`src/rtl/atm_ctrl_multi.sv`:
```
// Multi-account ATM session controller: per-account PIN, balance, try counter and
// lockout, with an internal inactivity timeout and range-checked arithmetic.
module atm_ctrl_multi #(
   parameter int                N_ACCT      = 4,
   parameter int                BAL_W       = 16,
   parameter int                AMT_W       = 8,
   parameter int                PIN_W       = 4,
   parameter logic [PIN_W-1:0]  DEFAULT_PIN = 4'b1101,
   parameter int                INIT_BAL    = 100,
   parameter int                MAX_TRIES   = 3,
   parameter int                TIMEOUT_CYC = 1000,
   localparam int               ACCT_W      = (N_ACCT > 1) ? $clog2(N_ACCT) : 1
) (
   input  logic              clk,
   input  logic              rst,
   input  logic              card_in,
   input  logic [ACCT_W-1:0] acct_id,
   input  logic              lang_sel,
   input  logic              lang_valid,
   input  logic [PIN_W-1:0]  pin,
   input  logic              pin_valid,
   input  logic [1:0]        op,
   input  logic [AMT_W-1:0]  amount,
   input  logic              op_valid,
   input  logic              go_main,
   input  logic              leave,
   output logic [BAL_W-1:0]  balance,
   output logic              lang,
   output logic [2:0]        state_o,
   output logic              done,
   output logic [2:0]        err_code,
   output logic              card_eject,
   output logic              locked
);

   localparam int TRY_W = $clog2(MAX_TRIES + 1);
   localparam int TO_W  = (TIMEOUT_CYC > 2) ? $clog2(TIMEOUT_CYC) : 1;
   localparam logic [TO_W-1:0]  TO_LAST   = TO_W'(TIMEOUT_CYC - 1);
   localparam logic [TRY_W-1:0] TRY_LIMIT = TRY_W'(MAX_TRIES);

   localparam logic [2:0] ERR_NONE    = 3'd0;
   localparam logic [2:0] ERR_BAD_PIN = 3'd1;
   localparam logic [2:0] ERR_LOCKED  = 3'd2;
   localparam logic [2:0] ERR_INSUF   = 3'd3;
   localparam logic [2:0] ERR_OVFL    = 3'd4;
   localparam logic [2:0] ERR_TIMEOUT = 3'd5;
   localparam logic [2:0] ERR_ZERO    = 3'd6;

   typedef enum logic [2:0] {
      S_IDLE   = 3'd0,
      S_LANG   = 3'd1,
      S_PIN    = 3'd2,
      S_MENU   = 3'd3,
      S_EXEC   = 3'd4,
      S_RESULT = 3'd5,
      S_EJECT  = 3'd6
   } state_t;

   state_t             state;
   logic               card_q;
   logic [ACCT_W-1:0]  acct_r;
   logic [1:0]         op_r;
   logic [AMT_W-1:0]   amt_r;
   logic [TO_W-1:0]    to_cnt;

   logic [BAL_W-1:0]   bal_mem  [N_ACCT];
   logic [PIN_W-1:0]   pin_mem  [N_ACCT];
   logic [TRY_W-1:0]   tries_mem[N_ACCT];
   logic               lock_mem [N_ACCT];

   logic [BAL_W-1:0]   cur_bal;
   logic [BAL_W:0]     bal_ext;
   logic [BAL_W:0]     amt_ext;
   logic [BAL_W:0]     sum_ext;
   logic [BAL_W-1:0]   diff;
   logic [TRY_W-1:0]   tries_nxt;
   logic               any_strobe;

   assign state_o = state;

   always_comb begin
      cur_bal    = bal_mem[acct_r];
      bal_ext    = {1'b0, cur_bal};
      amt_ext    = (BAL_W + 1)'(amt_r);
      sum_ext    = bal_ext + amt_ext;
      diff       = cur_bal - amt_ext[BAL_W-1:0];
      tries_nxt  = tries_mem[acct_r] + 1'b1;
      any_strobe = lang_valid | pin_valid | op_valid | go_main | leave;
   end

   always_ff @(posedge clk or negedge rst) begin
      if (!rst) begin
         state      <= S_IDLE;
         card_q     <= 1'b0;
         acct_r     <= '0;
         op_r       <= '0;
         amt_r      <= '0;
         to_cnt     <= '0;
         balance    <= '0;
         lang       <= 1'b0;
         done       <= 1'b0;
         err_code   <= ERR_NONE;
         card_eject <= 1'b0;
         locked     <= 1'b0;
         for (int unsigned i = 0; i < N_ACCT; i++) begin
            bal_mem[i]   <= BAL_W'(INIT_BAL);
            pin_mem[i]   <= DEFAULT_PIN;
            tries_mem[i] <= '0;
            lock_mem[i]  <= 1'b0;
         end
      end else begin
         card_q     <= card_in;
         done       <= 1'b0;
         card_eject <= 1'b0;
         // Only an uneventful cycle in a waiting state advances the idle counter.
         to_cnt     <= '0;
         case (state)
            S_IDLE: begin
               if (card_in && !card_q) begin
                  acct_r  <= acct_id;
                  balance <= bal_mem[acct_id];
                  locked  <= lock_mem[acct_id];
                  if (lock_mem[acct_id]) begin
                     state      <= S_EJECT;
                     err_code   <= ERR_LOCKED;
                     card_eject <= 1'b1;
                  end else begin
                     state    <= S_LANG;
                     err_code <= ERR_NONE;
                  end
               end
            end
            S_EXEC: begin
               done     <= 1'b1;
               state    <= S_RESULT;
               err_code <= ERR_NONE;
               balance  <= cur_bal;
               case (op_r)
                  2'd0: begin
                     if (amt_ext == '0) begin
                        err_code <= ERR_ZERO;
                     end else if (amt_ext > bal_ext) begin
                        err_code <= ERR_INSUF;
                     end else begin
                        bal_mem[acct_r] <= diff;
                        balance         <= diff;
                     end
                  end
                  2'd1: begin
                     if (amt_ext == '0) begin
                        err_code <= ERR_ZERO;
                     end else if (sum_ext[BAL_W]) begin
                        err_code <= ERR_OVFL;
                     end else begin
                        bal_mem[acct_r] <= sum_ext[BAL_W-1:0];
                        balance         <= sum_ext[BAL_W-1:0];
                     end
                  end
                  default: ;
               endcase
            end
            S_EJECT: begin
               if (!card_in) state <= S_IDLE;
            end
            default: begin
               if (!card_in) begin
                  state <= S_IDLE;
               end else if (leave) begin
                  state      <= S_EJECT;
                  card_eject <= 1'b1;
               end else if (any_strobe) begin
                  case (state)
                     S_LANG: begin
                        if (lang_valid) begin
                           lang  <= lang_sel;
                           state <= S_PIN;
                        end
                     end
                     S_PIN: begin
                        if (pin_valid) begin
                           if (pin == pin_mem[acct_r]) begin
                              tries_mem[acct_r] <= '0;
                              err_code          <= ERR_NONE;
                              state             <= S_MENU;
                           end else if (tries_nxt >= TRY_LIMIT) begin
                              tries_mem[acct_r] <= tries_nxt;
                              lock_mem[acct_r]  <= 1'b1;
                              locked            <= 1'b1;
                              err_code          <= ERR_LOCKED;
                              state             <= S_EJECT;
                              card_eject        <= 1'b1;
                           end else begin
                              tries_mem[acct_r] <= tries_nxt;
                              err_code          <= ERR_BAD_PIN;
                           end
                        end
                     end
                     S_MENU: begin
                        if (op_valid) begin
                           op_r  <= op;
                           amt_r <= amount;
                           if (op == 2'd3) begin
                              state      <= S_EJECT;
                              card_eject <= 1'b1;
                           end else begin
                              state <= S_EXEC;
                           end
                        end
                     end
                     S_RESULT: begin
                        if (go_main) state <= S_MENU;
                     end
                     default: ;
                  endcase
               end else if (to_cnt == TO_LAST) begin
                  state      <= S_EJECT;
                  err_code   <= ERR_TIMEOUT;
                  card_eject <= 1'b1;
               end else begin
                  to_cnt <= to_cnt + 1'b1;
               end
            end
         endcase
      end
   end

endmodule

```
`config.mk`:
```
export PLATFORM = sky130hd
export DESIGN_NAME = atm_ctrl_multi
export DESIGN_NICKNAME = d
export VERILOG_FILES = /design/src/rtl/atm_ctrl_multi.sv
export SDC_FILE = /design/constraint.sdc
export NUM_CORES = 1
export LEC_CHECK = 0
export CAP_MARGIN = 15
export CORE_ASPECT_RATIO = 1.25
export CORE_MARGIN = 2
export CORE_UTILIZATION = 55
export CTS_BUF_LIST = sky130_fd_sc_hd__clkbuf_16
export DETAILED_ROUTE_END_ITERATION = 8
export HOLD_SLACK_MARGIN = 0.03
export PLACE_DENSITY = 0.75
export SYNTH_ARGS = -nofsm -noshare
export SYNTH_HDL_FRONTEND = slang
export SYNTH_SLANG_ARGS = --single-unit
```
`constraint.sdc`:
```
create_clock -name clk -period 8.7 [get_ports clk]
set_input_delay 1.305 -clock clk [delete_from_list [all_inputs] [get_ports clk]]
set_output_delay 1.305 -clock clk [all_outputs]
set_load 0.1 [all_outputs]
```
==> results by group <==
Run status
  • Status: finished clean

STA
  • RSZ-0062 raised after global routing: false
  • Final period utilization: 0.543
  • Hold Slack: around 0.48 ns
  • Worst Skew: 0.00735 ns
  • Final setup fails: 0
  • Fmax: approximately 0.21 GHz
  • Relative slew margins: 0.297
  • Tmin final: ~4.7 ns
  • Slew Viols, Final: 0
  • Setup TNS: 0 ns
  • Final Hold Vio Count: 0
  • Worst-margin pin slew: 1.04 ns

GRT
  • Vias in the first global route: 5854
  • GRT Overall Usage: 0.278
  • Initial antenna violation count: 0
  • First-pass GRT wire length: 30500 um
  • Total grt overflow: 0
  • Largest net degree at the start of global routing: 66

Clocking
  • Cts hold-fix bufs: 0
  • Clock Latency Late Sink: between 0.4 and 0.5 ns
  • PostCTS Resize Cnt: 0
  • Clk buf depth: 2
  • Clock sink count: 113
  • Clock buffers created by TritonCTS: 17
  • Post-CTS setup buffer count: 0
  • CTS tree: done
  • Root Buffer: clkbuf_16
  • H-Tree Depth: 4
  • Clock-pin slew on the worst setup and hold paths: approximately 0.050 ns

Route
  • DRC errors left: 0
  • Total number of vias: around 5600
  • Drt via density: between 6 and 7
  • Pre-antenna DRT Iters: 5
  • Routed WL: 18700 um
  • Wire length per cell: about 21 um
  • Antenna-violating nets left: 0
  • Iter 0 DRT Violations: 510

Setup path
  • Critical path capture point type: flip-flop
  • Critical Path Source Type: flip-flop
  • CP cell instances: buf_4, mux4_2, ha_1, or3b_2, a31oi_1, o311ai_4, o31ai_1, buf_4, o221ai_1, a32oi_1, o21ai_0
  • Top delay family on crit path: compound AO/OA/AOI/OAI gates
  • Data arrival, critical path: around 5.0 ns
  • Crit Path Class: reg -> reg
  • CP max FO: 20
  • CP required: slightly below 9 ns
  • Worst Path Buf+Inv: 2
  • Top cell by count, worst path: buf_4
  • Slowest stage delay, CP: 0.77 ns
  • Slowest library cell on the worst path: o31ai_1

Finish
  • Most frequent cells in the layout: dfrtp_1, mux2_2, clkdlybuf4s50_1
  • Area delta synth->final: 14.0%
  • Fin util: 0.641
  • Commonest non-fill, non-tap cell in the layout: dfrtp_1
  • Final net count: around 740
  • Fin area: 8490 um^2
  • Diode count: 0
  • Share of cells above drive strength 1: 0.255

Synth
  • Largest family of logic cells by synthesized area: multiplexers
  • Top cells by area, synth: dfrtp_1, mux2_2, mux4_2
  • Async set or reset register ratio after synthesis: 1.00
  • Post-Synth Simple-Gate Area: 0.133
  • EDFF count, synth: 0
  • Mux share of post-synthesis cell area: 0.241
  • Area leader, netlist: dfrtp_1
  • Yosys cell types: 86
  • Synthesis Warnings: 16
  • Synth Flop Type: dfrtp_1
  • Post-Synth Adder-Cell Area: 0.0424
  • Seq cells post-synth: approximately 110
  • Mean post-synth cell area: 11.4 um^2
  • Post-synthesis compound-gate area fraction: 0.118
  • Sequential-to-total area share from yosys stat: 0.382
  • Netlist Area Pre-Place: between 7000 and 8000 um^2
  • Synthesized-area fraction occupied by xor and xnor cells: 0.0365
  • Post-synthesis cell count: about 650
  • Post-synth net total: 702
  • Synth top area share: 0.340

Place
  • Post-DP HPWL: ~13000 um
  • GPL Wtd Cong: 0.906
  • DP Area: 7900 um^2
  • Buffers on Ports: 46

Floorplanning
  • Die area: around 14000 um^2
  • Initial core utilization: 0.563
  • I/O pin total: roughly 50
  • Die width: 108 um
  • FP Rows: 47
  • CORE AREA: 13200 um^2
  • DIE HEIGHT: roughly 130 um

Flow run
  • Max Cap Violations: 0

Min path
  • Min-delay worst type: reg -> reg
## registers in the layout, indices dropped and copies added, names as in the netlist
signal      count
bal_mem        64
card_q          1
to_cnt         10
card_eject      1
err_code        3
done            1
op_r            2
lang            1
balance        16
acct_r          2
state_o         3
locked          1
amt_r           8
## per-stage QoR
step	cells	worst slack [ns]
finish	874	3.97
global route	874	3.63
CTS	873	4.03
detailed placement	841	4.06
global placement	841	4.09
floorplan	653	4.80
## per-layer routing
layer | wire length [um] | vias to the layer above | global-route usage
li1 | - | 2514 | -
met1 | 7260 | 2800 | 0.341
met2 | 9660 | 214 | 0.468
met3 | 1080 | 61 | 0.0593
met4 | 730 | 0 | 0.130
met5 | 0 | - | 0
## cells in the mapped netlist, drive strengths merged (4+ instances only)
cell and n:
a21o 7, a22oi 8, mux2i 16, mux4 31, xnor2 22, o211ai 4
nand3 14, o311a 4, o22ai 4, a21oi 22, nor3 13, dfrtp 101
clkbuf 26, nand4 6, and3 4, dfstp 12, a31oi 6, a22o 4
o2bb2ai 4, mux2 78, nor2b 11, or3 4, nand2b 13, a32oi 4
o21ai 24, xor2 9, inv 19, and2 4, a21boi 4, ha 22
nor2 45, nand2 42, buf 13, o31ai 5
## final timing paths
| kind | start | endpoint | slack [ns] | cells past startpoint |
|---|---|---|---|---|
| setup / recovery | acct_r[0] | balance[5] | 3.97 | 11 |
| hold / removal | to_cnt[0] | to_cnt[0] | 0.48 | 1 |
| setup reg to reg | acct_r[0] | balance[5] | 3.97 | 11 |
| hold reg to reg | to_cnt[0] | to_cnt[0] | 0.48 | 1 |
| max in group asynchronous | rst | bal_mem[62] | 6.54 | 2 |
| min in group asynchronous | rst | amt_r[5] | 0.91 | 1 |
## layout make-up
cell class,instances,area (um^2)
clock buffer,17,425
clock inverter,15,153
fill,1020,4740
inverter,19,71.3
multi-input combinational,482,4240
sequential,113,2840
tap,171,214
timing repair buffer,57,538
## cells by family (layout without fill, tap and decap cells)
group           Yosys count  in the layout
mux                     125            125
buf+inv                  58            108
xor+xnor                 31             31
simple gates            179            179
compound gates          123            123
fa+ha+maj                24             24
flops                   113            113
Power is left out: the tool's default activity adds up to more than one toggle a clock period on the data nets, which glitch-free logic cannot reach.
